### config.mk
export PLATFORM = sky130hd
export DESIGN_NAME = rr_mux41_arbiter
export DESIGN_NICKNAME = d
export VERILOG_FILES = /design/src/rtl/rr_mux41_arbiter.sv
export SDC_FILE = /design/constraint.sdc
export NUM_CORES = 1
export LEC_CHECK = 0
export ABC_AREA = 1
export CAP_MARGIN = 40
export CORE_ASPECT_RATIO = 0.75
export CORE_MARGIN = 2
export CORE_UTILIZATION = 45
export DETAILED_ROUTE_END_ITERATION = 10
export PLACE_DENSITY_LB_ADDON = 0.25
export SLEW_MARGIN = 5
export SYNTH_ARGS = -nofsm -noshare
export SYNTH_HDL_FRONTEND = slang
export SYNTH_SLANG_ARGS = --single-unit
### constraint.sdc
create_clock -name clk -period 2 [get_ports clk]
set_clock_uncertainty 0.05 [all_clocks]
set_input_delay 0.3 -clock clk [delete_from_list [all_inputs] [get_ports clk]]
set_output_delay 0.3 -clock clk [all_outputs]
set_load 0.005 [all_outputs]
### src/rtl/rr_mux41_arbiter.sv
// rr_mux41_arbiter: 4-requester round-robin arbiter driving a 4:1 data mux.
//
// Parameters
//   WIDTH    - width of each data input and of out
//   MAX_HOLD - maximum grant tenure in cycles while other requests are pending (2..255)
//
// Ports
//   clk       - clock, all state updates on the rising edge
//   rst_n     - asynchronous active-low reset
//   req       - request vector; bit i requests the path for in(i+1)
//   in1..in4  - requester data words
//   gnt       - registered grant, one-hot or all-zero
//   select    - registered mux select, index of the granted requester
//   out       - selected data word, zero while nothing is granted
//   out_valid - high while a grant is active
module rr_mux41_arbiter #(
   parameter int unsigned WIDTH    = 4,
   parameter int unsigned MAX_HOLD = 8
) (
   input  logic             clk,
   input  logic             rst_n,
   input  logic [3:0]       req,
   input  logic [WIDTH-1:0] in1,
   input  logic [WIDTH-1:0] in2,
   input  logic [WIDTH-1:0] in3,
   input  logic [WIDTH-1:0] in4,
   output logic [3:0]       gnt,
   output logic [1:0]       select,
   output logic [WIDTH-1:0] out,
   output logic             out_valid
);

   typedef enum logic {StIdle, StGrant} state_e;

   localparam logic [7:0] HoldMax = 8'(MAX_HOLD - 1);

   state_e     state_q, state_d;
   logic [3:0] gnt_q, gnt_d;
   logic [1:0] select_q, select_d;
   logic [1:0] ptr_q, ptr_d;
   logic [7:0] hold_cnt_q, hold_cnt_d;

   logic [3:0] others;
   logic [3:0] pick_vec;
   logic       grant_new;
   logic [1:0] win;

   // Scan from ptr upwards (mod 4); the lowest offset with a request wins.
   function automatic logic [1:0] rr_pick(input logic [3:0] r, input logic [1:0] p);
      logic [1:0] w;
      logic [1:0] idx;
      w = p;
      for (int i = 3; i >= 0; i--) begin
         idx = p + 2'(i);
         if (r[idx]) w = idx;
      end
      return w;
   endfunction

   always_comb begin
      state_d    = state_q;
      gnt_d      = gnt_q;
      select_d   = select_q;
      ptr_d      = ptr_q;
      hold_cnt_d = hold_cnt_q;
      grant_new  = 1'b0;
      pick_vec   = 4'b0000;
      // Requests from everyone except the current owner.
      others     = req & ~gnt_q;

      unique case (state_q)
         StIdle: begin
            if (|req) begin
               grant_new = 1'b1;
               pick_vec  = req;
            end
         end
         StGrant: begin
            if (req[select_q] && ((others == 4'b0000) || (hold_cnt_q != HoldMax))) begin
               // Owner keeps the grant: alone, or tenure not yet exhausted.
               if (hold_cnt_q != HoldMax) hold_cnt_d = hold_cnt_q + 8'd1;
            end else if (|others) begin
               // Tenure exhausted or owner released: hand over with no idle bubble.
               grant_new = 1'b1;
               pick_vec  = others;
            end else begin
               state_d = StIdle;
               gnt_d   = 4'b0000;
            end
         end
         default: begin
            state_d = StIdle;
            gnt_d   = 4'b0000;
         end
      endcase

      win = rr_pick(pick_vec, ptr_q);

      if (grant_new) begin
         state_d    = StGrant;
         gnt_d      = 4'b0001 << win;
         select_d   = win;
         ptr_d      = win + 2'd1;
         hold_cnt_d = 8'd0;
      end
   end

   always_ff @(posedge clk or negedge rst_n) begin
      if (!rst_n) begin
         state_q    <= StIdle;
         gnt_q      <= 4'b0000;
         select_q   <= 2'd0;
         ptr_q      <= 2'd0;
         hold_cnt_q <= 8'd0;
      end else begin
         state_q    <= state_d;
         gnt_q      <= gnt_d;
         select_q   <= select_d;
         ptr_q      <= ptr_d;
         hold_cnt_q <= hold_cnt_d;
      end
   end

   always_comb begin
      out = '0;
      if (|gnt_q) begin
         unique case (select_q)
            2'd0: out = in1;
            2'd1: out = in2;
            2'd2: out = in3;
            2'd3: out = in4;
            default: out = '0;
         endcase
      end
   end

   assign gnt       = gnt_q;
   assign select    = select_q;
   assign out_valid = |gnt_q;

endmodule

==> results.md, run 1 <==
* Status: finished with violations
* Failing checks: setup timing
* CTS tree: done
* Largest incremental delay on the critical path at 0.40 ns
* Peak VDD IR at 1.72 mV
* Max-slew violations at 0
* Worst-Skew Late Latency at 0.27 ns
* Top post-synthesis cells by area: dfrtp_1 31%, nand2_1 18%, nand3_1 9.5%, inv_1 7.4%, o21ai_0 4.7%
* Global-route wire length before repair at 7310 um
* Clk root buf: clkbuf_8
* I/O pin total at 33
* Routed WL at 5420 um
* Register Area at 428 um^2
* Reg2Reg Depth at 20
* Pin count of the biggest net entering global routing at 18
* Cell taking the most area after synthesis: dfrtp_1
* Yosys warnings at 0
* Part of the cycle the worst path needs at 1.16
* Filler instances at approximately 140
* Synth top area share at 0.309
* Reg-to-Reg End: gnt[1]$_DFFE_PN0P_
* Final setup TNS at -2.35 ns
* Die W at 67.8 um
* WP buf/inv at 3
* CP Data Arrival Time at around 2.4 ns
* Measured slew at the worst slew-check pin at 0.373 ns
* Total GRT Usage at 0.278
* Initial DRT Pass Iterations at 5
* CTS H-tree depth at 1
* Mapped Avg Cell Area at 6.74 um^2
* Area of the multi-input gates at 0.00116 mm^2
* Core area at 0.00294 mm^2
* Synth Cell Area at 0.00138 mm^2
* Initial DRC Count at 100
* Place WS at -0.561 ns
* Slew Limit Headroom at 0.749
* Worst Path Required at 2.11 ns
* Post-Route Utilization at 0.863
* Clock buffer depth at 2
* Initial core utilization at 0.468
* Diode count at 0
* Syn_nets at 231
* RSZ-0062 raised after global routing: true
* Antenna viol nets, final at 0
* Area Growth Syn to Fin at 84.3%
* Gr ovfl total at 0
* Die H at 51.9 um
* CP dominant cell by count: nand2_1
* Setup ws final at -0.313 ns
* Fin crit period at about 2.3 ns
* Flops & latches, synth at 17
* CP startpoint: gnt[0]$_DFFE_PN0P_
* Synth cell types at 27
* Gate Count Post-Synth at around 200
* DR DRC count at 0
* Share of layout cells above drive strength 1 at 0.502
* CP top delay family: simple AND/OR/NAND/NOR gates
* Power per Cell Area at 1870 mW/mm^2
* Leak pwr at 1.23 nW
* Worst R2R Start: gnt[0]$_DFFE_PN0P_
* Total power at 4.73 mW
* CP max stage cell: dfrtp_1
* Post-DP HPWL at 3060 um
* Initial antenna violation count at 0
* Routed vias at 1,813
* Nets@finish at 321
* R2R setup slack at -0.31 ns
* Die ar. at 0.00352 mm^2
* Min-delay worst type: input port to async pin
* Max-cap violations at 0
* Average wire per standard cell at 16.4 um
* Buffers on Ports at 32
* Hold Violations, Final at 0
* Final setup viols at 12
* Critical Path End Type: flip-flop
* Vias in the first global route at 1,620
* Max Fclk at 432 MHz
* TritonCTS Buffers at 3
* Clk sinks at 17
* Cell chain of the critical path: inv_1, nand2_1, nand2_1, inv_1, nand2_1, nand2_2, nand2_4, nand2_4, nand3_4, nand3_4, nand2_4, nor2_4, nand2_1, nand2_1, nand2_2, nand2_2, buf_6, ha_2, nand2_2, o21ai_2
* Routability cong. at 0.853
* Vias/cell at 5.48
* Clock transition at path regs at approximately 0.070 ns
* Sequential element share of the synthesized area at 0.309
* CP Launch Type: flip-flop
* Row cnt at 17
* Crit Path Max Fanout at 4
* Critical path class: flip-flop to flip-flop
## flip-flops by register name (all words and copies together) (netlist names)
signal / count
state_q: 1
hold_cnt_q: 8
ptr_q: 2
gnt: 4
select: 2
## cell usage in the layout (no fill, tap or decap), types with 3 or more instances in the layout
cell	Yosys	layout
nand2_1	67	47
buf_4	0	49
clkdlybuf4s50_1	0	23
nand3_4	1	6
nor2_2	1	4
clkbuf_2	0	4
dlygate4sd2_1	0	4
nor2_4	1	4
ha_4	0	3
o21ai_2	0	4
a41oi_1	4	4
o21ai_1	0	6
nand3_1	26	8
nand3_2	1	14
nor2_1	12	6
dfrtp_1	17	15
inv_1	27	21
nand2_4	5	9
buf_6	0	6
a21oi_1	5	3
nand2_2	2	18
clkbuf_8	0	3
inv_2	1	6
## cells in the mapped netlist (all sizes together)
library cell / number
a21oi: 5
a41oi: 4
buf: 1
clkbuf: 1
clkinv: 2
dfrtp: 17
ha: 5
inv: 29
nand2: 74
nand3: 28
nor2: 14
nor3: 3
nor4: 3
o21ai: 13
o21bai: 2
or2: 2
xor2: 1
## power breakdown
part           switching [mW]  internal [mW]  total [mW]
Combinational            2.14           1.73        3.87
Clock                   0.130          0.142       0.272
Sequential              0.124          0.462       0.586
## per-layer routing
layer  part of all wire  wire, um  GRT usage  vias up
li1                   -         -          -      834
met1               0.38      2080      0.379      837
met2               0.46      2520      0.464      116
met3               0.11       614     0.0390       26
met4              0.038       208     0.0767        0
met5                  0         0          0        -
## through the flow
step | std cells | hold WS, ns | cell area [um^2]
floorplan | 204 | -0.0456 | 1420
global placement | 312 | 0.475 | 2080
detailed placement | 312 | 0.486 | 2080
CTS | 323 | 0.311 | 2310
global route | 331 | 0.357 | 2530
finish | 331 | 0.334 | 2530
## cells by family after synthesis
group / synth area share
AND/OR/NAND/NOR: 0.443
adder cells (fa/ha/maj): 0.0455
flip-flops: 0.309
AO/OA/AOI/OAI: 0.102
buffers and inverters: 0.0937
XOR/XNOR: 0.00637
## worst max path at each step
stage / endpoint / depth (start not counted)
final: gnt[1]$_DFFE_PN0P_ / 20
after global routing: gnt[1]$_DFFE_PN0P_ / 20
after CTS: ptr_q[1]$_DFFE_PN0P_ / 17
after detailed placement: ptr_q[1]$_DFFE_PN0P_ / 20
after global placement: ptr_q[1]$_DFFE_PN0P_ / 20
after floorplan: ptr_q[1]$_DFFE_PN0P_ / 18
## cell type report
class | count | area share
clock buffer | 4 | 0.0178
inverter | 31 | 0.0484
multi-input combinational | 154 | 0.457
sequential | 17 | 0.169
tap | 38 | 0.0188
timing repair buffer | 87 | 0.289
## repair_timing
item / 4_1_cts / 5_1_grt
pin swaps: 28 / 30
hold buffers: 0 / 0
endpoints found under the setup margin: 18 / 21
setup buffers: 9 / 8
resized for setup: 50 / 59
Note: power is estimated with default switching activity, not from simulation.
==> run 2, diff against run 1 <==
Settings changed: HOLD_SLACK_MARGIN set to 0.03.
==> results of run 2 <==
Final layout, timing and power as in run 1 (identical DEF).
==> run 3, diff against run 2 <==
Settings changed: CAP_MARGIN 40 to 20.
==> results of run 3 <==
Final layout, timing and power as in run 1 (identical DEF).
